--- src/rtl/cmd_pkg.sv ---
// -----------------------------------------------------------------------------
// cmd_pkg
// Shared definitions for the command decoder:
//   - command symbol constants (8-bit encoded line symbols)
//   - 8b->5b data symbol decode function
//   - command classification helpers
//   - decoder FSM state typedef
// -----------------------------------------------------------------------------
package cmd_pkg;

   localparam logic [7:0] SYM_CLEAR  = 8'h5A;
   localparam logic [7:0] SYM_PULSE  = 8'h5C;
   localparam logic [7:0] SYM_CAL    = 8'h63;
   localparam logic [7:0] SYM_NOOP   = 8'hAA;
   localparam logic [7:0] SYM_WRREG  = 8'h66;
   localparam logic [7:0] SYM_RDREG  = 8'h65;
   localparam logic [7:0] SYM_SYNC_A = 8'h81;
   localparam logic [7:0] SYM_SYNC_B = 8'h7E;

   localparam int ADDR_W = 9;
   localparam int DATA_W = 16;
   localparam int CAL_W  = 15;

   typedef enum logic [3:0] {
      S_IDLE,
      S_SYNC1,
      S_ID,
      S_CAL_D,
      S_WR_ADDR_H,
      S_WR_ADDR_L,
      S_WR_CNT,
      S_WR_DATA,
      S_RD_ADDR_H,
      S_RD_ADDR_L
   } state_t;

   typedef struct packed {
      logic       valid;
      logic [4:0] value;
   } dec_t;

   // 8b->5b data symbol decode; valid=0 for anything outside the table.
   function automatic dec_t decode_sym(input logic [7:0] sym);
      dec_t r;
      r.valid = 1'b1;
      r.value = 5'd0;
      case (sym)
         8'h6A: r.value = 5'd0;
         8'h6C: r.value = 5'd1;
         8'h71: r.value = 5'd2;
         8'h72: r.value = 5'd3;
         8'h74: r.value = 5'd4;
         8'h8B: r.value = 5'd5;
         8'h8D: r.value = 5'd6;
         8'h8E: r.value = 5'd7;
         8'h93: r.value = 5'd8;
         8'h95: r.value = 5'd9;
         8'h96: r.value = 5'd10;
         8'h99: r.value = 5'd11;
         8'h9A: r.value = 5'd12;
         8'h9C: r.value = 5'd13;
         8'hA3: r.value = 5'd14;
         8'hA5: r.value = 5'd15;
         8'hA6: r.value = 5'd16;
         8'hA9: r.value = 5'd17;
         8'h59: r.value = 5'd18;
         8'hAC: r.value = 5'd19;
         8'hB1: r.value = 5'd20;
         8'hB2: r.value = 5'd21;
         8'hB4: r.value = 5'd22;
         8'hC3: r.value = 5'd23;
         8'hC5: r.value = 5'd24;
         8'hC6: r.value = 5'd25;
         8'hC9: r.value = 5'd26;
         8'hCA: r.value = 5'd27;
         8'hCC: r.value = 5'd28;
         8'hD1: r.value = 5'd29;
         8'hD2: r.value = 5'd30;
         8'hD4: r.value = 5'd31;
         default: r.valid = 1'b0;
      endcase
      return r;
   endfunction

   // Any symbol with command meaning, including the sync tail and NOOP.
   function automatic logic is_cmd_sym(input logic [7:0] sym);
      return (sym == SYM_CLEAR) || (sym == SYM_PULSE) || (sym == SYM_CAL) ||
             (sym == SYM_NOOP)  || (sym == SYM_WRREG) || (sym == SYM_RDREG) ||
             (sym == SYM_SYNC_A) || (sym == SYM_SYNC_B);
   endfunction

   // Symbols that open a new frame (and abort any frame in progress).
   function automatic logic is_start_sym(input logic [7:0] sym);
      return (sym == SYM_CLEAR) || (sym == SYM_PULSE) || (sym == SYM_CAL) ||
             (sym == SYM_WRREG) || (sym == SYM_RDREG) || (sym == SYM_SYNC_A);
   endfunction

endpackage

--- src/rtl/rd_req_fifo.sv ---
// -----------------------------------------------------------------------------
// rd_req_fifo
// Read-request address FIFO. A push while full is dropped and reported with a
// one-cycle overflow pulse, unless a pop happens on the same edge, in which
// case the freed slot takes the new entry.
// Ports:
//   clk80, reset        clock, async active-high reset
//   push, push_data     write request
//   pop                 consume head (ignored when empty)
//   pop_data            head entry, 0 when empty
//   valid               FIFO non-empty
//   overflow            one-cycle pulse, push dropped
// -----------------------------------------------------------------------------
module rd_req_fifo #(
   parameter int DEPTH = 4,
   parameter int WIDTH = 9
) (
   input  logic             clk80,
   input  logic             reset,
   input  logic             push,
   input  logic [WIDTH-1:0] push_data,
   input  logic             pop,
   output logic [WIDTH-1:0] pop_data,
   output logic             valid,
   output logic             overflow
);

   localparam int AW = $clog2(DEPTH);

   logic [WIDTH-1:0] mem [DEPTH];
   logic [AW:0]      wr_ptr;
   logic [AW:0]      rd_ptr;
   logic             empty;
   logic             full;
   logic             do_pop;
   logic             do_push;

   // Pointers carry one wrap bit so full and empty are distinguishable.
   assign empty    = (wr_ptr == rd_ptr);
   assign full     = (wr_ptr[AW] != rd_ptr[AW]) && (wr_ptr[AW-1:0] == rd_ptr[AW-1:0]);
   assign do_pop   = pop & ~empty;
   assign do_push  = push & (~full | do_pop);
   assign valid    = ~empty;
   assign pop_data = empty ? '0 : mem[rd_ptr[AW-1:0]];

   always_ff @(posedge clk80 or posedge reset) begin
      if (reset) begin
         wr_ptr   <= '0;
         rd_ptr   <= '0;
         overflow <= 1'b0;
      end else begin
         overflow <= push & ~do_push;
         if (do_push) wr_ptr <= wr_ptr + 1'b1;
         if (do_pop)  rd_ptr <= rd_ptr + 1'b1;
      end
   end

   always_ff @(posedge clk80) begin
      if (do_push) mem[wr_ptr[AW-1:0]] <= push_data;
   end

endmodule

--- src/rtl/cmd_decoder_mc.sv ---
// -----------------------------------------------------------------------------
// cmd_decoder_mc
// Decodes an 8-bit encoded symbol stream into chip commands, register writes,
// queued register-read requests and sync strobes for a range of chip IDs.
// Ports:
//   clk80, reset                       clock, async active-high reset
//   data_in_valid, data_in             symbol strobe and symbol
//   chip_id_base                       lowest served chip ID
//   clear, pulse, cal, sync            one-cycle command strobes
//   chip_hit                           target mask, valid with any strobe
//   cal_data                           {D1,D2,D3} of the last CAL
//   wr_valid, wr_addr, wr_data         register write strobe and payload
//   rd_valid, rd_ready, rd_addr        read-request queue head handshake
//   rd_overflow                        one-cycle pulse, read request dropped
//   err_count                          saturating protocol error count
// rd_valid/rd_ready: the head entry rd_addr is held stable while rd_valid=1;
// it is consumed on every clock edge where rd_valid and rd_ready are both 1.
// -----------------------------------------------------------------------------
module cmd_decoder_mc #(
   parameter int NUM_CHIPS = 1,
   parameter int RDQ_DEPTH = 4,
   parameter int ERR_W     = 8
) (
   input  logic                 clk80,
   input  logic                 reset,
   input  logic                 data_in_valid,
   input  logic [7:0]           data_in,
   input  logic [3:0]           chip_id_base,
   output logic                 clear,
   output logic                 pulse,
   output logic                 cal,
   output logic [NUM_CHIPS-1:0] chip_hit,
   output logic [14:0]          cal_data,
   output logic                 sync,
   output logic                 wr_valid,
   output logic [8:0]           wr_addr,
   output logic [15:0]          wr_data,
   output logic                 rd_valid,
   input  logic                 rd_ready,
   output logic [8:0]           rd_addr,
   output logic                 rd_overflow,
   output logic [ERR_W-1:0]     err_count
);

   import cmd_pkg::*;

   state_t                 state;
   logic [7:0]             last_sym;
   logic [7:0]             cur_cmd;
   logic [1:0]             fld;
   logic [4:0]             cal_d1;
   logic [4:0]             cal_d2;
   logic                   burst;
   logic [3:0]             addr_h;
   logic [8:0]             cur_addr;
   logic [4:0]             words_left;
   logic [14:0]            wr_acc;
   logic                   rd_push;
   logic [8:0]             rd_push_addr;

   dec_t                   dec;
   logic                   is_data;
   logic [4:0]             d;
   logic [3:0]             id_diff;
   logic [NUM_CHIPS-1:0]   hit_mask;
   logic [NUM_CHIPS-1:0]   id_mask;
   logic                   id_hit;

   function automatic logic [ERR_W-1:0] sat_inc(input logic [ERR_W-1:0] v);
      return (&v) ? v : v + 1'b1;
   endfunction

   // ID match: the 4-bit difference wraps mod 16 so a base near 15 can
   // serve IDs 0.. as well.
   always_comb begin
      dec     = decode_sym(data_in);
      is_data = dec.valid;
      d       = dec.value;
      id_diff = d[3:0] - chip_id_base;
      hit_mask = '0;
      for (int k = 0; k < NUM_CHIPS; k++) begin
         hit_mask[k] = (id_diff == 4'(k));
      end
      id_mask = d[4] ? '1 : hit_mask;
      id_hit  = |id_mask;
   end

   always_ff @(posedge clk80 or posedge reset) begin
      if (reset) begin
         state        <= S_IDLE;
         last_sym     <= 8'h00;
         cur_cmd      <= 8'h00;
         fld          <= 2'd0;
         cal_d1       <= 5'd0;
         cal_d2       <= 5'd0;
         burst        <= 1'b0;
         addr_h       <= 4'd0;
         cur_addr     <= 9'd0;
         words_left   <= 5'd0;
         wr_acc       <= 15'd0;
         rd_push      <= 1'b0;
         rd_push_addr <= 9'd0;
         clear        <= 1'b0;
         pulse        <= 1'b0;
         cal          <= 1'b0;
         sync         <= 1'b0;
         wr_valid     <= 1'b0;
         chip_hit     <= '0;
         cal_data     <= 15'd0;
         wr_addr      <= 9'd0;
         wr_data      <= 16'd0;
         err_count    <= '0;
      end else begin
         clear    <= 1'b0;
         pulse    <= 1'b0;
         cal      <= 1'b0;
         sync     <= 1'b0;
         wr_valid <= 1'b0;
         rd_push  <= 1'b0;
         if (data_in_valid) begin
            last_sym <= data_in;
            if (is_cmd_sym(data_in) && (data_in == last_sym)) begin
               // Repeated command symbol: same command, nothing to do.
            end else if (data_in == SYM_NOOP) begin
               // NOOP is transparent, even inside a frame.
            end else if ((state == S_SYNC1) && (data_in == SYM_SYNC_B)) begin
               sync  <= 1'b1;
               state <= S_IDLE;
            end else if (is_start_sym(data_in)) begin
               // New command always wins; interrupting a frame is an error.
               if (state != S_IDLE) err_count <= sat_inc(err_count);
               cur_cmd <= data_in;
               state   <= (data_in == SYM_SYNC_A) ? S_SYNC1 : S_ID;
            end else if ((state == S_IDLE) || (state == S_SYNC1) || !is_data) begin
               err_count <= sat_inc(err_count);
               state     <= S_IDLE;
            end else begin
               case (state)
                  S_ID: begin
                     if (!id_hit) begin
                        state <= S_IDLE;
                     end else begin
                        chip_hit <= id_mask;
                        case (cur_cmd)
                           SYM_CLEAR: begin
                              clear <= 1'b1;
                              state <= S_IDLE;
                           end
                           SYM_PULSE: begin
                              pulse <= 1'b1;
                              state <= S_IDLE;
                           end
                           SYM_CAL: begin
                              fld   <= 2'd0;
                              state <= S_CAL_D;
                           end
                           SYM_WRREG: state <= S_WR_ADDR_H;
                           SYM_RDREG: state <= S_RD_ADDR_H;
                           default:   state <= S_IDLE;
                        endcase
                     end
                  end
                  S_CAL_D: begin
                     fld <= fld + 2'd1;
                     if (fld == 2'd0) begin
                        cal_d1 <= d;
                     end else if (fld == 2'd1) begin
                        cal_d2 <= d;
                     end else begin
                        cal_data <= {cal_d1, cal_d2, d};
                        cal      <= 1'b1;
                        state    <= S_IDLE;
                     end
                  end
                  S_WR_ADDR_H: begin
                     burst  <= d[4];
                     addr_h <= d[3:0];
                     state  <= S_WR_ADDR_L;
                  end
                  S_WR_ADDR_L: begin
                     cur_addr   <= {addr_h, d};
                     fld        <= 2'd0;
                     words_left <= 5'd0;
                     state      <= burst ? S_WR_CNT : S_WR_DATA;
                  end
                  S_WR_CNT: begin
                     // N means N+1 words follow.
                     words_left <= d;
                     state      <= S_WR_DATA;
                  end
                  S_WR_DATA: begin
                     fld <= fld + 2'd1;
                     case (fld)
                        2'd0: wr_acc[14:10] <= d;
                        2'd1: wr_acc[9:5]   <= d;
                        2'd2: wr_acc[4:0]   <= d;
                        default: begin
                           // Last field carries only data[0] in its MSB.
                           wr_valid <= 1'b1;
                           wr_addr  <= cur_addr;
                           wr_data  <= {wr_acc, d[4]};
                           cur_addr <= cur_addr + 9'd1;
                           if (words_left == 5'd0) state <= S_IDLE;
                           else words_left <= words_left - 5'd1;
                        end
                     endcase
                  end
                  S_RD_ADDR_H: begin
                     addr_h <= d[3:0];
                     state  <= S_RD_ADDR_L;
                  end
                  S_RD_ADDR_L: begin
                     rd_push      <= 1'b1;
                     rd_push_addr <= {addr_h, d};
                     state        <= S_IDLE;
                  end
                  default: state <= S_IDLE;
               endcase
            end
         end
      end
   end

   rd_req_fifo #(
      .DEPTH (RDQ_DEPTH),
      .WIDTH (ADDR_W)
   ) u_rd_req_fifo (
      .clk80     (clk80),
      .reset     (reset),
      .push      (rd_push),
      .push_data (rd_push_addr),
      .pop       (rd_valid & rd_ready),
      .pop_data  (rd_addr),
      .valid     (rd_valid),
      .overflow  (rd_overflow)
   );

endmodule

--- config.mk ---
export PLATFORM = sky130hd
export DESIGN_NAME = cmd_decoder_mc
export DESIGN_NICKNAME = d
export VERILOG_FILES = /design/src/rtl/cmd_pkg.sv /design/src/rtl/rd_req_fifo.sv /design/src/rtl/cmd_decoder_mc.sv
export SDC_FILE = /design/constraint.sdc
export NUM_CORES = 1
export LEC_CHECK = 0
export BUFFER_PORTS_ARGS = -buffer_cell sky130_fd_sc_hd__clkbuf_2
export CORE_ASPECT_RATIO = 1.2
export CORE_UTILIZATION = 35
export CTS_BUF_LIST = sky130_fd_sc_hd__clkbuf_16
export CTS_CLUSTER_DIAMETER = 200
export DETAILED_ROUTE_END_ITERATION = 10
export PLACE_DENSITY = 0.57
export SETUP_SLACK_MARGIN = 0.2
export SYNTH_ARGS = -nofsm -noshare
export SYNTH_HDL_FRONTEND = slang
export SYNTH_SLANG_ARGS = --single-unit
--- constraint.sdc ---
create_clock -name clk80 -period 4.2 [get_ports clk80]
set_input_delay 0.42 -clock clk80 [delete_from_list [all_inputs] [get_ports clk80]]
set_output_delay 0.42 -clock clk80 [all_outputs]
set_load 0.02 [all_outputs]
# ---- Word-level counts from Yosys, hierarchy flattened
# Memory sizes are Yosys's and may differ from the RTL's.
# Cells that the tools add are included.
# W data, S select, Z words.
dict set report word_totals {
  wordCells 244
  in_bits 16
  register_bits 137
  ramBits 36
  n_memories 1
  output_inout_bits 65
}
# name depth word_bits read_ports rd_ports_with_merged_regs write_ports line_no
set memory_table {}
lappend memory_table {u_rd_req_fifo.mem 4 9 1 0 1 rd_req_fifo.sv:30} ;# logic [WIDTH-1:0] mem [DEPTH];
dict set report op_classes {
  eq_ne 69
  n_bitwise 16
  n_reduce_logical 47
  n_mux 76
  add_sub_neg 7
}
# operator count
set ops {}
lappend ops {{$eq A8 B8 Y1 const B} 28}
lappend ops {{$pmux W5 S31} 1}
lappend ops {{$eq A8 B7 Y1 const B} 17}
lappend ops {{$reduce_and A8 Y1} 8}
lappend ops {{$mux W1} 51}
lappend ops {{$reduce_and A9 Y1} 4}
lappend ops {{$mux W4} 8}
lappend ops {{$mux W8} 4}
lappend ops {{$reduce_or A32 Y1} 1}
lappend ops {{$pmux W4 S7} 1}
lappend ops {{$reduce_and A7 Y1} 4}
lappend ops {{$ne A5 B5 Y1 const B} 4}
lappend ops {{$mux W9} 2}
lappend ops {{$pmux W9 S2} 1}
lappend ops {{$eq A4 B3 Y1 const B} 4}
lappend ops {{$pmux W5 S3} 1}
lappend ops {{$logic_or A1 B1 Y1} 12}
lappend ops {{$pmux W4 S3} 1}
lappend ops {{$not A1 Y1} 11}
lappend ops {{$mux W5} 2}
lappend ops {{$add A9 B1 Y9 const B} 1}
lappend ops {{$add A8 B1 Y8 const B} 1}
lappend ops {{$eq A4 B2 Y1 const B} 2}
lappend ops {{$eq A4 B4 Y1 const B} 2}
lappend ops {{other kinds (29)} 44}

# ---- Longest topological paths before layout
# Gate-level depths: netlist of the first run.
dict set report logic_depth {
  ltp_word 13
  mapped_depth 19
  ltp_nobuf 16
}

# ---- By module
# Synthesis of the first run repeated with hierarchy kept, for this count alone.
dict set report unflattened {
  cells_unflattened 700
  hier_area_um2 8585.7
}
# mod area_per_inst_um2 n_inst seq_area_each_um2 cells_per_inst
set by_module_without_submodules {}
lappend by_module_without_submodules {cmd_decoder_mc 6786.5 1 3253.1 603}
lappend by_module_without_submodules {rd_req_fifo 1799.2 1 1256.2 97}

# ---- Worst setup path after synthesis of the first run
# OpenSTA, ideal clock, no wires.
dict set report synth_timing {
  kind {input to register}
  startpoint {input data_in[4]}
  endpoint {register state[0]}
  setup_ns 0.128
  n_path_buf 3
  setup_slack_ns 0.307
  path_stages 17
  required_time_ns 4.072
  arrival_time_ns 3.766
  cell_sequence {buf_2 buf_1 xor2_1 a32oi_1 o22ai_1 a211oi_1 o21ai_0 clkbuf_1 ha_1 nor2b_1 o21a_1 or3_1 a211o_1 a31o_2 a31oi_1 o21ai_0 mux2_1}
}
# element line_no
set synth_lines {}
lappend synth_lines {{from (decl)} cmd_decoder_mc.sv:27} ;# input logic [7:0] data_in,
lappend synth_lines {{$eq A8 B8 Y1 / $eq A8 B7 Y1 (equally long branches)} cmd_pkg.sv:47} ;# case (sym)
lappend synth_lines {{$pmux W5 S31 (*)} cmd_pkg.sv:47}
lappend synth_lines {{net d[1]} cmd_decoder_mc.sv:63} ;# logic [4:0] d;
lappend synth_lines {{$sub A4 B4 Y4 (*)} cmd_decoder_mc.sv:79} ;# id_diff = d[3:0] - chip_id_base;
lappend synth_lines {{$logic_not A4 Y1 (*)} cmd_decoder_mc.sv:82} ;# hit_mask[k] = (id_diff == 4'(k));
lappend synth_lines {{$mux W1 (*)} cmd_decoder_mc.sv:84} ;# id_mask = d[4] ? '1 : hit_mask;
lappend synth_lines {{$mux W4 (*)} cmd_decoder_mc.sv:140} ;# if (!id_hit) begin
lappend synth_lines {{$pmux W4 S7 (*)} cmd_decoder_mc.sv:138} ;# case (state)
lappend synth_lines {{$mux W4 (*)} cmd_decoder_mc.sv:134} ;# end else if ((state == S_IDLE) || (state == S_SYNC1) || !is_data) begin
lappend synth_lines {{$mux W4 (*)} cmd_decoder_mc.sv:129} ;# end else if (is_start_sym(data_in)) begin
lappend synth_lines {{$mux W4 (*)} cmd_decoder_mc.sv:126} ;# end else if ((state == S_SYNC1) && (data_in == SYM_SYNC_B)) begin
lappend synth_lines {{to (signal assigned)} cmd_decoder_mc.sv:133} ;# state <= (data_in == SYM_SYNC_A) ? S_SYNC1 : S_ID;
lappend synth_lines {{to (signal assigned)} cmd_decoder_mc.sv:184} ;# state <= burst ? S_WR_CNT : S_WR_DATA;
lappend synth_lines {{to (decl)} cmd_decoder_mc.sv:47} ;# state_t state;
# The timed path passes the listed nets; every way through them passes the cells marked *.
# A chain may end at the register's enable or synchronous reset.

# ---- Worst setup path after layout of the first run
dict set report layout_timing {
  startpoint {input data_in[5]}
  endpoint {register pulse}
}
dict set report layout_via {
  elab_chain_cells 13
}
# element line_no
set layout_lines {}
lappend layout_lines {{$eq A8 B8 Y1 / $eq A8 B7 Y1 (equally long branches)} cmd_pkg.sv:47}
lappend layout_lines {{$pmux W5 S31} cmd_pkg.sv:47}
lappend layout_lines {{$sub A4 B4 Y4} cmd_decoder_mc.sv:79}
lappend layout_lines {{$logic_not A4 Y1} cmd_decoder_mc.sv:82}
lappend layout_lines {{$mux W1} cmd_decoder_mc.sv:84}
lappend layout_lines {{$mux W1} cmd_decoder_mc.sv:140}
lappend layout_lines {{$mux W1} cmd_decoder_mc.sv:138}
lappend layout_lines {{$mux W1} cmd_decoder_mc.sv:134}
lappend layout_lines {{$mux W1} cmd_decoder_mc.sv:129}
lappend layout_lines {{$mux W1} cmd_decoder_mc.sv:126}
lappend layout_lines {{$mux W1} cmd_decoder_mc.sv:124} ;# end else if (data_in == SYM_NOOP) begin
lappend layout_lines {{$mux W1 (*)} cmd_decoder_mc.sv:122} ;# if (is_cmd_sym(data_in) && (data_in == last_sym)) begin
lappend layout_lines {{$mux W1 (*)} cmd_decoder_mc.sv:120} ;# if (data_in_valid) begin
lappend layout_lines {{to (signal assigned)} cmd_decoder_mc.sv:104} ;# pulse <= 1'b0;
lappend layout_lines {{to (signal assigned)} cmd_decoder_mc.sv:115} ;# pulse <= 1'b0;
lappend layout_lines {{to (signal assigned)} cmd_decoder_mc.sv:150} ;# pulse <= 1'b1;
lappend layout_lines {{to (decl)} cmd_decoder_mc.sv:30} ;# output logic pulse,
# Mark *: on every way between the ends. The rest lies on a longest branch, timed or not.

==> summary.md, run 1 <==
* r2r setup slk: 1.37 ns
* H-tree level count: 4
* GRT Util Overall: 16.2%
* area of the die: 0.0257 sq mm
* worst setup path start: data_in[5]
* Clk network pwr share: 42.3%
* type of element launching the critical path: input pin
* part of the total power dissipated in sequential elements: 48.4%
* number of vias in the routed layout: 5937
* Switching Power: 971 uW
* switching fraction of total power: 25.8%
* total congestion overflow: 0
* Die Wd: 147 microns
* share of the yosys chip area belonging to registers: 51.4%
* post-CTS setup-driven buffer insertion count: 0
* number of antenna violations at the first check in global routing: 0
* Reg2Reg Depth: 5
* worst setup path endpoint: pulse
* Root Buffer Master: sky130_fd_sc_hd__clkbuf_16
* syn avg cell area: 12.2 sq um
* total count of max-transition violations in the final report: 0
* Clock Tree Buf Depth: 2
* Inserted Clock Buffers: 17
* M3 GR Usage: 2.96%
* beginning of the worst register-to-register path: state[3]
* endpoint of the worst register-to-register path: wr_addr[6]
* share of post-route cells with drive strength above 1: 31.1%
* number of DRC markers after the initial detailed-route iteration: 295
* async set-or-reset flop fraction in the synthesized netlist: 79.2%
* Unique masters post-synth: 76
* final-layout worst hold slack: 0.0504 ns
* number of clock sinks: 173
* setup TNS: 0 ns
* Setup Skew: 0.00977 ns
* total of endpoints with negative setup slack in the final report: 0
* WP data arrival: 3.89 ns
* number of buffer cells added on primary ports: 80
* core footprint: 0.0247 sq mm
* vias in the first global route: 5906
* final hold violation count: 0
* netlist area before placement: 0.00878 sq mm
* Clk Latency, worst-skew pair: 0.43 ns
* status: finished, final reports clean
* logic gate share of total power: 9.3%
* post-layout total power: 3.76 mW
* worst-case vdd ir drop: 0.000271 V
* f_max: 281 MHz
* Post-Synthesis Net Count: 753
* average detailed-routed wire length per instance: 17.5 microns
* GR Layer Usage met2: 27.6%
* first-pass detailed-route iteration total: 4
* share of the cycle needed by the critical path after routing: 84.6%
* average vias per placed instance: 5.25
* number of synthesized flops with an enable pin: 36
* max-slew headroom at the worst pin: 31.5%
* max_cap viols: 0
* count of pins on the block boundary: 81
* global placer's final weighted congestion: 0.848
* actual slew at the worst max-slew pin: 1.02 ns
* PD cells: 373 mW/mm^2
* placement-stage worst setup slack: 0.252 ns
* initial standard-cell utilization of the core: 35.6%
* cell internal power dissipation: 2.79 mW
* overall die height: 175 microns
* utilization after layout: 41.0%
* Antenna Diode Count: 0
* worst path setup slack after routing: 0.646 ns
* # DRC: 0
* post-detail-place hpwl: 13.8 mm
* path type of the worst min-delay path: input pin to asynchronous set/reset pin
* FF+latch count, synth: 173
* met1 Track Usage GR: 20.7%
* category of the worst setup path capture point: register
* category of the most critical setup path: input pin to register
* total number of placement rows: 63
* required time at the worst-slack endpoint: 4.53 ns
* final period demand of the worst path: 3.55 ns
* RSZ-0062 raised after global routing: false
* pin count of the biggest net entering global routing: 112
* instance count of the mapped netlist: 721
* clock input transition at the sequential cells of the worst setup and hold paths: 0.07 ns
* number of instances resized during post-cts repair: 0
* most instantiated flip-flop cell in the synthesis netlist: sky130_fd_sc_hd__dfrtp_1
* Area growth syn-to-layout: 15.1%
* remaining antenna violation count after routing: 0
* net count of the finished layout: 825
* cell leakage power: 4.64 nW
* gr busiest metal: met2
* maximum net fanout on the critical path: 10
* wirelength, routed: 19.8 mm
* hold buffer count at cts: 0
* first-pass GRT wire length: 32.7 mm
* number of warnings reported in the yosys synthesis log: 0
* clock tree from TritonCTS: done
[power groups by stage]
stage	Sequential [mW]	Combinational, mW	Clock [mW]
final	1.82	0.350	1.59
after global routing	1.83	0.390	1.70
after CTS	1.82	0.356	1.64
after detailed placement	1.85	0.355	0
after global placement	1.85	0.355	0
after floorplan	1.88	0.209	0
[kinds of logic after synthesis]
logic type	Yosys count	share of synthesized area (%)
adder cells (fa/ha/maj)	16	2.28
multiplexers	109	16.4
flip-flops	173	51.4
XOR/XNOR	30	2.99
buffers and inverters	74	4.13
AND/OR/NAND/NOR	201	13.8
AO/OA/AOI/OAI	118	9.04
[how the worst min path moves through the flow]
stage,startpoint,endpoint,slack [ns]
3_5_place_dp,rd_push,u_rd_req_fifo.overflow,0.47
3_3_place_gp,cal_d2[3],cal_d2[3],0.47
4_1_cts,reset,wr_data[4],0.06
5_1_grt,reset,wr_data[4],0.08
2_1_floorplan,cal_d2[0],cal_d2[0],0.45
6_report,reset,wr_data[4],0.05
[metrics by stage]
stage / area, sq um / std cells
5_1_grt: 10100 / 1131
2_1_floorplan: 8780 / 721
3_3_place_gp: 9510 / 1099
3_5_place_dp: 9510 / 1099
6_report: 10100 / 1131
4_1_cts: 10100 / 1131
[state kept, by name, indices dropped and copies added, names as in the netlist, 8 cells and up]
name and flops:
last_sym 8, cur_cmd 8, rd_push_addr 9, u_rd_req_fifo.mem 36, wr_acc 15, wr_data 16, cal_data 15, wr_addr 9
cur_addr 9, err_count 8
[cell usage after synthesis (6+ instances only)]
cell | count | share of area (%)
sky130_fd_sc_hd__inv_1 | 28 | 1.2
sky130_fd_sc_hd__xor2_1 | 15 | 1.5
sky130_fd_sc_hd__nand4_1 | 7 | 0.50
sky130_fd_sc_hd__buf_2 | 13 | 0.74
sky130_fd_sc_hd__xnor2_1 | 15 | 1.5
sky130_fd_sc_hd__nor2_1 | 35 | 1.5
sky130_fd_sc_hd__a21oi_1 | 29 | 1.7
sky130_fd_sc_hd__a31oi_1 | 7 | 0.50
sky130_fd_sc_hd__or3_1 | 6 | 0.43
sky130_fd_sc_hd__nor3_1 | 10 | 0.57
sky130_fd_sc_hd__buf_6 | 6 | 0.77
sky130_fd_sc_hd__and3_1 | 9 | 0.64
sky130_fd_sc_hd__dfrtp_1 | 137 | 39
sky130_fd_sc_hd__mux2_2 | 63 | 8.1
sky130_fd_sc_hd__edfxtp_1 | 36 | 12
sky130_fd_sc_hd__mux2_1 | 6 | 0.77
sky130_fd_sc_hd__o32ai_1 | 7 | 0.70
sky130_fd_sc_hd__a32oi_1 | 6 | 0.60
sky130_fd_sc_hd__nor4_1 | 6 | 0.43
sky130_fd_sc_hd__nand2b_1 | 10 | 0.71
sky130_fd_sc_hd__o22ai_1 | 10 | 0.71
sky130_fd_sc_hd__nand3_1 | 22 | 1.3
sky130_fd_sc_hd__nand2_1 | 31 | 1.3
sky130_fd_sc_hd__mux4_2 | 9 | 2.3
sky130_fd_sc_hd__o21ai_0 | 26 | 1.5
sky130_fd_sc_hd__nor2b_1 | 23 | 1.6
sky130_fd_sc_hd__clkbuf_1 | 20 | 0.86
sky130_fd_sc_hd__mux2_4 | 30 | 5.1
sky130_fd_sc_hd__ha_1 | 16 | 2.3
[critical path: stages]
cell,delay [ns]
sky130_fd_sc_hd__clkbuf_2,0.19
sky130_fd_sc_hd__or4b_1,0.62
sky130_fd_sc_hd__a2bb2oi_1,0.19
sky130_fd_sc_hd__o21ai_0,0.08
sky130_fd_sc_hd__a21oi_1,0.09
sky130_fd_sc_hd__o21ai_1,0.20
sky130_fd_sc_hd__ha_1,0.28
sky130_fd_sc_hd__nor2b_1,0.13
sky130_fd_sc_hd__o21a_1,0.16
sky130_fd_sc_hd__or3_1,0.33
sky130_fd_sc_hd__o211ai_1,0.13
sky130_fd_sc_hd__nand2_1,0.11
sky130_fd_sc_hd__nor4b_1,0.52
sky130_fd_sc_hd__o2111ai_1,0.19
sky130_fd_sc_hd__nor3b_1,0.25
[metal layers]
layer	vias to the layer above	part of all wire, %	wire [microns]
met5	-	0	0
met4	0	1.9	381
met3	26	3.2	634
met2	142	50	9940
met1	2975	45	8860
li1	2794	-	-
[layout by cell type (no fill, tap or decap), drive strengths merged, types with 23 or more instances in the layout]
| cell | instances |
|---|---|
| nand2 | 31 |
| edfxtp | 36 |
| mux2 | 99 |
| nand3 | 23 |
| inv | 33 |
| a21oi | 29 |
| nor2b | 24 |
| clkbuf | 97 |
| o21ai | 26 |
| dfrtp | 137 |
| nor2 | 36 |
[area by class of cell]
class	instances	area, sq um
fill	2380	14600
sequential	173	4510
multi-input combinational	474	3910
timing repair buffer	99	581
clock buffer	17	425
tap	325	407
clock inverter	15	168
inverter	28	109
Note: power is estimated with default switching activity, not from simulation.
==> run 2: changes to the inputs <==
--- a/config.mk
+++ b/config.mk
@@ -5,6 +5,7 @@
 export SDC_FILE = /design/constraint.sdc
 export NUM_CORES = 1
 export LEC_CHECK = 0
+export ABC_AREA = 1
 export BUFFER_PORTS_ARGS = -buffer_cell sky130_fd_sc_hd__clkbuf_2
 export CORE_ASPECT_RATIO = 1.2
 export CORE_UTILIZATION = 35
==> constraint.sdc (replaced) <==
create_clock -name clk80 -period 2.95 [get_ports clk80]
set_input_delay 0.295 -clock clk80 [delete_from_list [all_inputs] [get_ports clk80]]
set_output_delay 0.295 -clock clk80 [all_outputs]
set_load 0.02 [all_outputs]
==> summary.md, run 2 <==
* number of vias in the routed layout: 6429
* PD cells: 632 mW/mm^2
* first-pass GRT wire length: 31.4 mm
* worst-case vdd ir drop: 0.000413 V
* pin count of the biggest net entering global routing: 61
* type of element launching the critical path: register
* net count of the finished layout: 1078
* GRT Util Overall: 16.7%
* vias in the first global route: 6250
* clock tree from TritonCTS: done
* number of flip-flops under the largest register name: 36
* post-detail-place hpwl: 13.4 mm
* RSZ-0062 raised after global routing: false
* number of buffer cells added on primary ports: 80
* category of the most critical setup path: register to output port
* number of clock sinks: 173
* Die Wd: 142 microns
* number of antenna violations at the first check in global routing: 0
* most common library cells after synthesis: sky130_fd_sc_hd__nand2_1 (294), sky130_fd_sc_hd__dfrtp_1 (137), sky130_fd_sc_hd__o21ai_0 (96)
* Antenna Diode Count: 0
* Clk Latency, worst-skew pair: 0.42 ns
* Unique masters post-synth: 41
* actual slew at the worst max-slew pin: 0.749 ns
* cell leakage power: 4.77 nW
* FF+latch count, synth: 173
* netlist area before placement: 0.00827 sq mm
* total of endpoints with negative setup slack in the final report: 0
* setup TNS: 0 ns
* # DRC: 0
* maximum net fanout on the critical path: 21
* r2r setup slk: 0.67 ns
* final hold violation count: 0
* most instantiated flip-flop cell in the synthesis netlist: sky130_fd_sc_hd__dfrtp_1
* endpoint of the worst register-to-register path: words_left[4]
* Clock Tree Buf Depth: 2
* Reg2Reg Depth: 10
* count of pins on the block boundary: 81
* average vias per placed instance: 4.68
* share of the cycle needed by the critical path after routing: 85.0%
* first-pass detailed-route iteration total: 6
* H-tree level count: 4
* total count of max-transition violations in the final report: 0
* most common library cell in the layout ignoring fill and taps: sky130_fd_sc_hd__nand2_1
* number of warnings reported in the yosys synthesis log: 0
* most repeated cell in the gate-level netlist after synthesis: sky130_fd_sc_hd__nand2_1
* standard cell area after detailed placement: 0.00910 sq mm
* syn avg cell area: 8.69 sq um
* top-area cell type share of the netlist area: 41.5%
* max-slew headroom at the worst pin: 50.0%
* remaining antenna violation count after routing: 0
* core footprint: 0.0232 sq mm
* final cell area excluding filler cells: 0.00978 sq mm
* Inserted Clock Buffers: 17
* Post-Synthesis Net Count: 983
* dominant cell type by area after synthesis: sky130_fd_sc_hd__dfrtp_1
* number of DRC markers after the initial detailed-route iteration: 266
* beginning of the worst register-to-register path: state[2]
* average detailed-routed wire length per instance: 13.7 microns
* worst setup path endpoint: rd_addr[3]
* area of the multi-input gates: 0.00324 sq mm
* most area-consuming cells after synthesis: sky130_fd_sc_hd__dfrtp_1 (41%), sky130_fd_sc_hd__nand2_1 (13%), sky130_fd_sc_hd__edfxtp_1 (13%)
* final period demand of the worst path: 2.51 ns
* final-layout worst hold slack: 0.158 ns
* total congestion overflow: 0
* global placer's final weighted congestion: 0.872
* number of synthesized flops with an enable pin: 36
* share of post-route cells with drive strength above 1: 16.4%
* Area growth syn-to-layout: 18.3%
* worst setup path start: u_rd_req_fifo.rd_ptr[1]
* commonest cells after routing, fill and taps aside: sky130_fd_sc_hd__nand2_1 (294), sky130_fd_sc_hd__dfrtp_1 (137), sky130_fd_sc_hd__o21ai_0 (96)
* sequential cell area: 0.00451 sq mm
* async set-or-reset flop fraction in the synthesized netlist: 79.2%
* path type of the worst min-delay path: input pin to register
* status: finished, final reports clean
* f_max: 399 MHz
* wirelength, routed: 18.8 mm
* initial standard-cell utilization of the core: 35.6%
* share of the yosys chip area belonging to registers: 54.5%
* overall die height: 170 microns
* Layout fillers: 2368
* max_cap viols: 0
* instance count of the mapped netlist: 951
* WP data arrival: 2.21 ns
* required time at the worst-slack endpoint: 2.65 ns
* category of the worst setup path capture point: output port
* Root Buffer Master: sky130_fd_sc_hd__clkbuf_16
* area of the die: 0.0242 sq mm
* Setup Skew: 0.0126 ns
* total number of placement rows: 61
* clock input transition at the sequential cells of the worst setup and hold paths: 0.07 ns
* post-CTS setup-driven buffer insertion count: 0
==> run 2: final cells by class <==
type | instances | area share (%)
Timing Repair Buffer | 102 | 6.07
Multi-Input combinational cell | 652 | 33.2
Clock inverter | 15 | 2.39
Tap cell | 315 | 4.03
Sequential cell | 173 | 46.1
Clock buffer | 17 | 4.35
Inverter | 100 | 3.88
==> run 2: how the worst min path moves through the flow <==
| stage | from | endpoint | slack, ns | cells past startpoint |
|---|---|---|---|---|
| 2_1_floorplan | data_in[0] | last_sym[0] | 0.41 | 2 |
| 3_3_place_gp | reset | wr_addr[8] | 0.46 | 2 |
| 5_1_grt | rd_ready | u_rd_req_fifo.rd_ptr[2] | 0.17 | 3 |
| 3_5_place_dp | wr_acc[0] | wr_data[1] | 0.46 | 2 |
| 6_report | data_in[7] | last_sym[7] | 0.16 | 3 |
| 4_1_cts | data_in[7] | last_sym[7] | 0.13 | 3 |
==> run 2: worst max-delay path, cell delays in order (launching register included) <==
cell	delay, ns
sky130_fd_sc_hd__dfrtp_1	0.78
sky130_fd_sc_hd__xor2_1	0.13
sky130_fd_sc_hd__a21oi_1	0.20
sky130_fd_sc_hd__nand2_1	0.31
sky130_fd_sc_hd__nand2_1	0.16
sky130_fd_sc_hd__inv_1	0.05
sky130_fd_sc_hd__clkbuf_2	0.15
==> run 2: power breakdown <==
| part | leakage (nW) | switching (mW) | total, mW | internal [mW] |
|---|---|---|---|---|
| Combinational | 2.32 | 0.662 | 1.03 | 0.368 |
| Sequential | 2.13 | 0.156 | 2.69 | 2.53 |
| Clock | 0.314 | 1.01 | 2.47 | 1.45 |
==> run 2: timing repair <==
| action | in CTS | in global routing |
|---|---|---|
| endpoints found under the setup margin | 0 | 7 |
| hold endpoints to repair | 17 | 0 |
| hold buffers | 1 | 0 |
| resized for setup | 0 | 2 |
==> run 2: layer usage <==
metal  wire (microns)  GRT usage [%]  vias to the layer above
met2             9340           28.7                      112
met1             8640           20.8                     3011
met5                0              0                        -
met4              322           6.36                        0
met3              510           2.98                       26
li1                 -              -                     3280
==> run 2: logic make-up after synthesis <==
group           Yosys count  synth area share, %
compound gates          148                 9.66
xor+xnor                 23                 2.44
fa+ha+maj                16                 2.42
buf+inv                 126                 6.39
flops                   173                 54.5
mux                       1                0.136
simple gates            464                 24.4
==> run 2: stage by stage <==
stage               power, mW  instances  utilization (%)  setup slack, ns
floorplan                3.44        951                -            0.313
global route             6.49       1374             42.1            0.186
CTS                      6.27       1374             42.1            0.362
finish                   6.18       1374             42.1            0.442
detailed placement       3.78       1341             39.2           0.0687
global placement         3.77       1341             39.2           0.0836
==> run 3: changes to the inputs <==
==> constraint.sdc (replaced) <==
create_clock -name clk80 -period 2.95 [get_ports clk80]
set_input_delay 0.295 -clock clk80 [delete_from_list [all_inputs] [get_ports clk80]]
set_output_delay 0.295 -clock clk80 [all_outputs]
set_load 0.1 [all_outputs]
==> summary.md, run 3 (synthesis gave the netlist of run 2 again) <==
* status: finished, final reports clean
* number of clock sinks: 173
* actual slew at the worst max-slew pin: 0.696 ns
* total of endpoints with negative setup slack in the final report: 0
* core footprint: 0.0232 sq mm
* maximum net fanout on the critical path: 21
* Area growth syn-to-layout: 17.5%
* required time at the worst-slack endpoint: 2.65 ns
* setup TNS: 0 ns
* category of the worst setup path capture point: output port
* max-slew headroom at the worst pin: 53.5%
* vias in the first global route: 6215
* remaining antenna violation count after routing: 0
* global placer's final weighted congestion: 0.857
* area of the die: 0.0242 sq mm
* Die Wd: 142 microns
* PD cells: 707 mW/mm^2
* overall die height: 170 microns
* Inserted Clock Buffers: 17
* Clk Latency, worst-skew pair: 0.43 ns
* count of pins on the block boundary: 81
* worst-case vdd ir drop: 0.000964 V
* post-layout total power: 6.87 mW
* commonest cells after routing, fill and taps aside: sky130_fd_sc_hd__nand2_1 (293), sky130_fd_sc_hd__dfrtp_1 (137), sky130_fd_sc_hd__o21ai_0 (96)
* wirelength, routed: 18.8 mm
* first-pass GRT wire length: 31.2 mm
* post-detail-place hpwl: 13.4 mm
* clock input transition at the sequential cells of the worst setup and hold paths: 0.07 ns
* f_max: 395 MHz
* clock tree from TritonCTS: done
* final-layout worst hold slack: 0.163 ns
* Antenna Diode Count: 0
* average vias per placed instance: 4.67
* max_cap viols: 0
* total congestion overflow: 0
* total count of max-transition violations in the final report: 0
* average detailed-routed wire length per instance: 13.6 microns
* number of flip-flops under the largest register name: 36
* number of antenna violations at the first check in global routing: 0
* number of buffer cells added on primary ports: 80
* final period demand of the worst path: 2.53 ns
* type of element launching the critical path: register
* H-tree level count: 4
* Root Buffer Master: sky130_fd_sc_hd__clkbuf_16
* Setup Skew: 0.0111 ns
* most common library cell in the layout ignoring fill and taps: sky130_fd_sc_hd__nand2_1
* number of DRC markers after the initial detailed-route iteration: 278
* total number of placement rows: 61
* share of the cycle needed by the critical path after routing: 85.8%
* cell leakage power: 4.74 nW
* path type of the worst min-delay path: input pin to register
* share of post-route cells with drive strength above 1: 16.8%
* Clock Tree Buf Depth: 2
* category of the most critical setup path: register to output port
* RSZ-0062 raised after global routing: false
* GRT Util Overall: 16.5%
* # DRC: 0
* initial standard-cell utilization of the core: 35.6%
* final hold violation count: 0
* WP data arrival: 2.24 ns
* post-CTS setup-driven buffer insertion count: 0
* net count of the finished layout: 1081
* number of vias in the routed layout: 6427
* pin count of the biggest net entering global routing: 52
* first-pass detailed-route iteration total: 5
[run 3: cell types whose count changed in the layout (fill, tap and decap cells not counted), sizes merged]
cell      delta
buf          +3
inv          +3
clkinv       -3
clkinvlp     +2
bufinv       -2
[run 3: critical path, cell delays in order, from the launching register on]
cell	delay, ns
sky130_fd_sc_hd__dfrtp_1	0.36
sky130_fd_sc_hd__buf_4	0.20
sky130_fd_sc_hd__inv_1	0.09
sky130_fd_sc_hd__nand2_1	0.05
sky130_fd_sc_hd__a21oi_1	0.17
sky130_fd_sc_hd__nand2_1	0.33
sky130_fd_sc_hd__nand2_1	0.20
sky130_fd_sc_hd__inv_1	0.05
sky130_fd_sc_hd__clkbuf_2	0.36
[run 3: power breakdown]
group / leakage (nW) / switching (mW) / total (mW) / internal (mW)
registers: 2.13 / 0.104 / 2.64 / 2.53
logic: 2.33 / 1.61 / 1.99 / 0.373
clock network: 0.282 / 0.986 / 2.25 / 1.26
[run 3: final cells by class]
cell class | instances | area (sq um)
inverters | 100 | 379
fillers | 2393 | 13500
clock inverters | 15 | 163
clock buffers | 17 | 425
multi-input cells | 652 | 3240
repair buffers | 105 | 603
well taps | 315 | 394
flip-flops and latches | 173 | 4510
[run 3: worst paths after layout]
check	from	endpoint	slack, ns	depth (start not counted)
max in group asynchronous	reset	cal_data[2]	1.55	4
worst min-delay path	data_in[7]	last_sym[7]	0.16	3
min in group asynchronous	reset	wr_addr[6]	0.52	3
worst min register to register	wr_acc[3]	wr_data[4]	0.47	2
worst max register to register	last_sym[5]	state[0]	0.78	10
worst max-delay path	u_rd_req_fifo.rd_ptr[0]	rd_addr[2]	0.42	8
[run 3: stage by stage]
stage	cell area [sq um]	setup WS [ns]	cells	utilization, %
floorplan	8270	0.313	951	-
global placement	9110	0.0901	1344	39.2
detailed placement	9110	0.0559	1344	39.2
CTS	9700	0.371	1377	41.8
global route	9720	0.204	1377	41.9
finish	9720	0.418	1377	41.9
[run 3: per-layer routing]
| layer | track usage [%] | share of wire, % |
|---|---|---|
| met1 | 20.9 | 46 |
| met2 | 28.2 | 50 |
| met3 | 2.95 | 2.6 |
| met4 | 5.89 | 1.4 |
| met5 | 0 | 0 |
[run 3: timing repair]
| item | 4_1_cts | 5_1_grt |
|---|---|---|
| endpoints found under the hold margin | 27 | 0 |
| hold buffers | 1 | 0 |
| resized for setup | 0 | 4 |
| setup endpoints to repair | 0 | 3 |
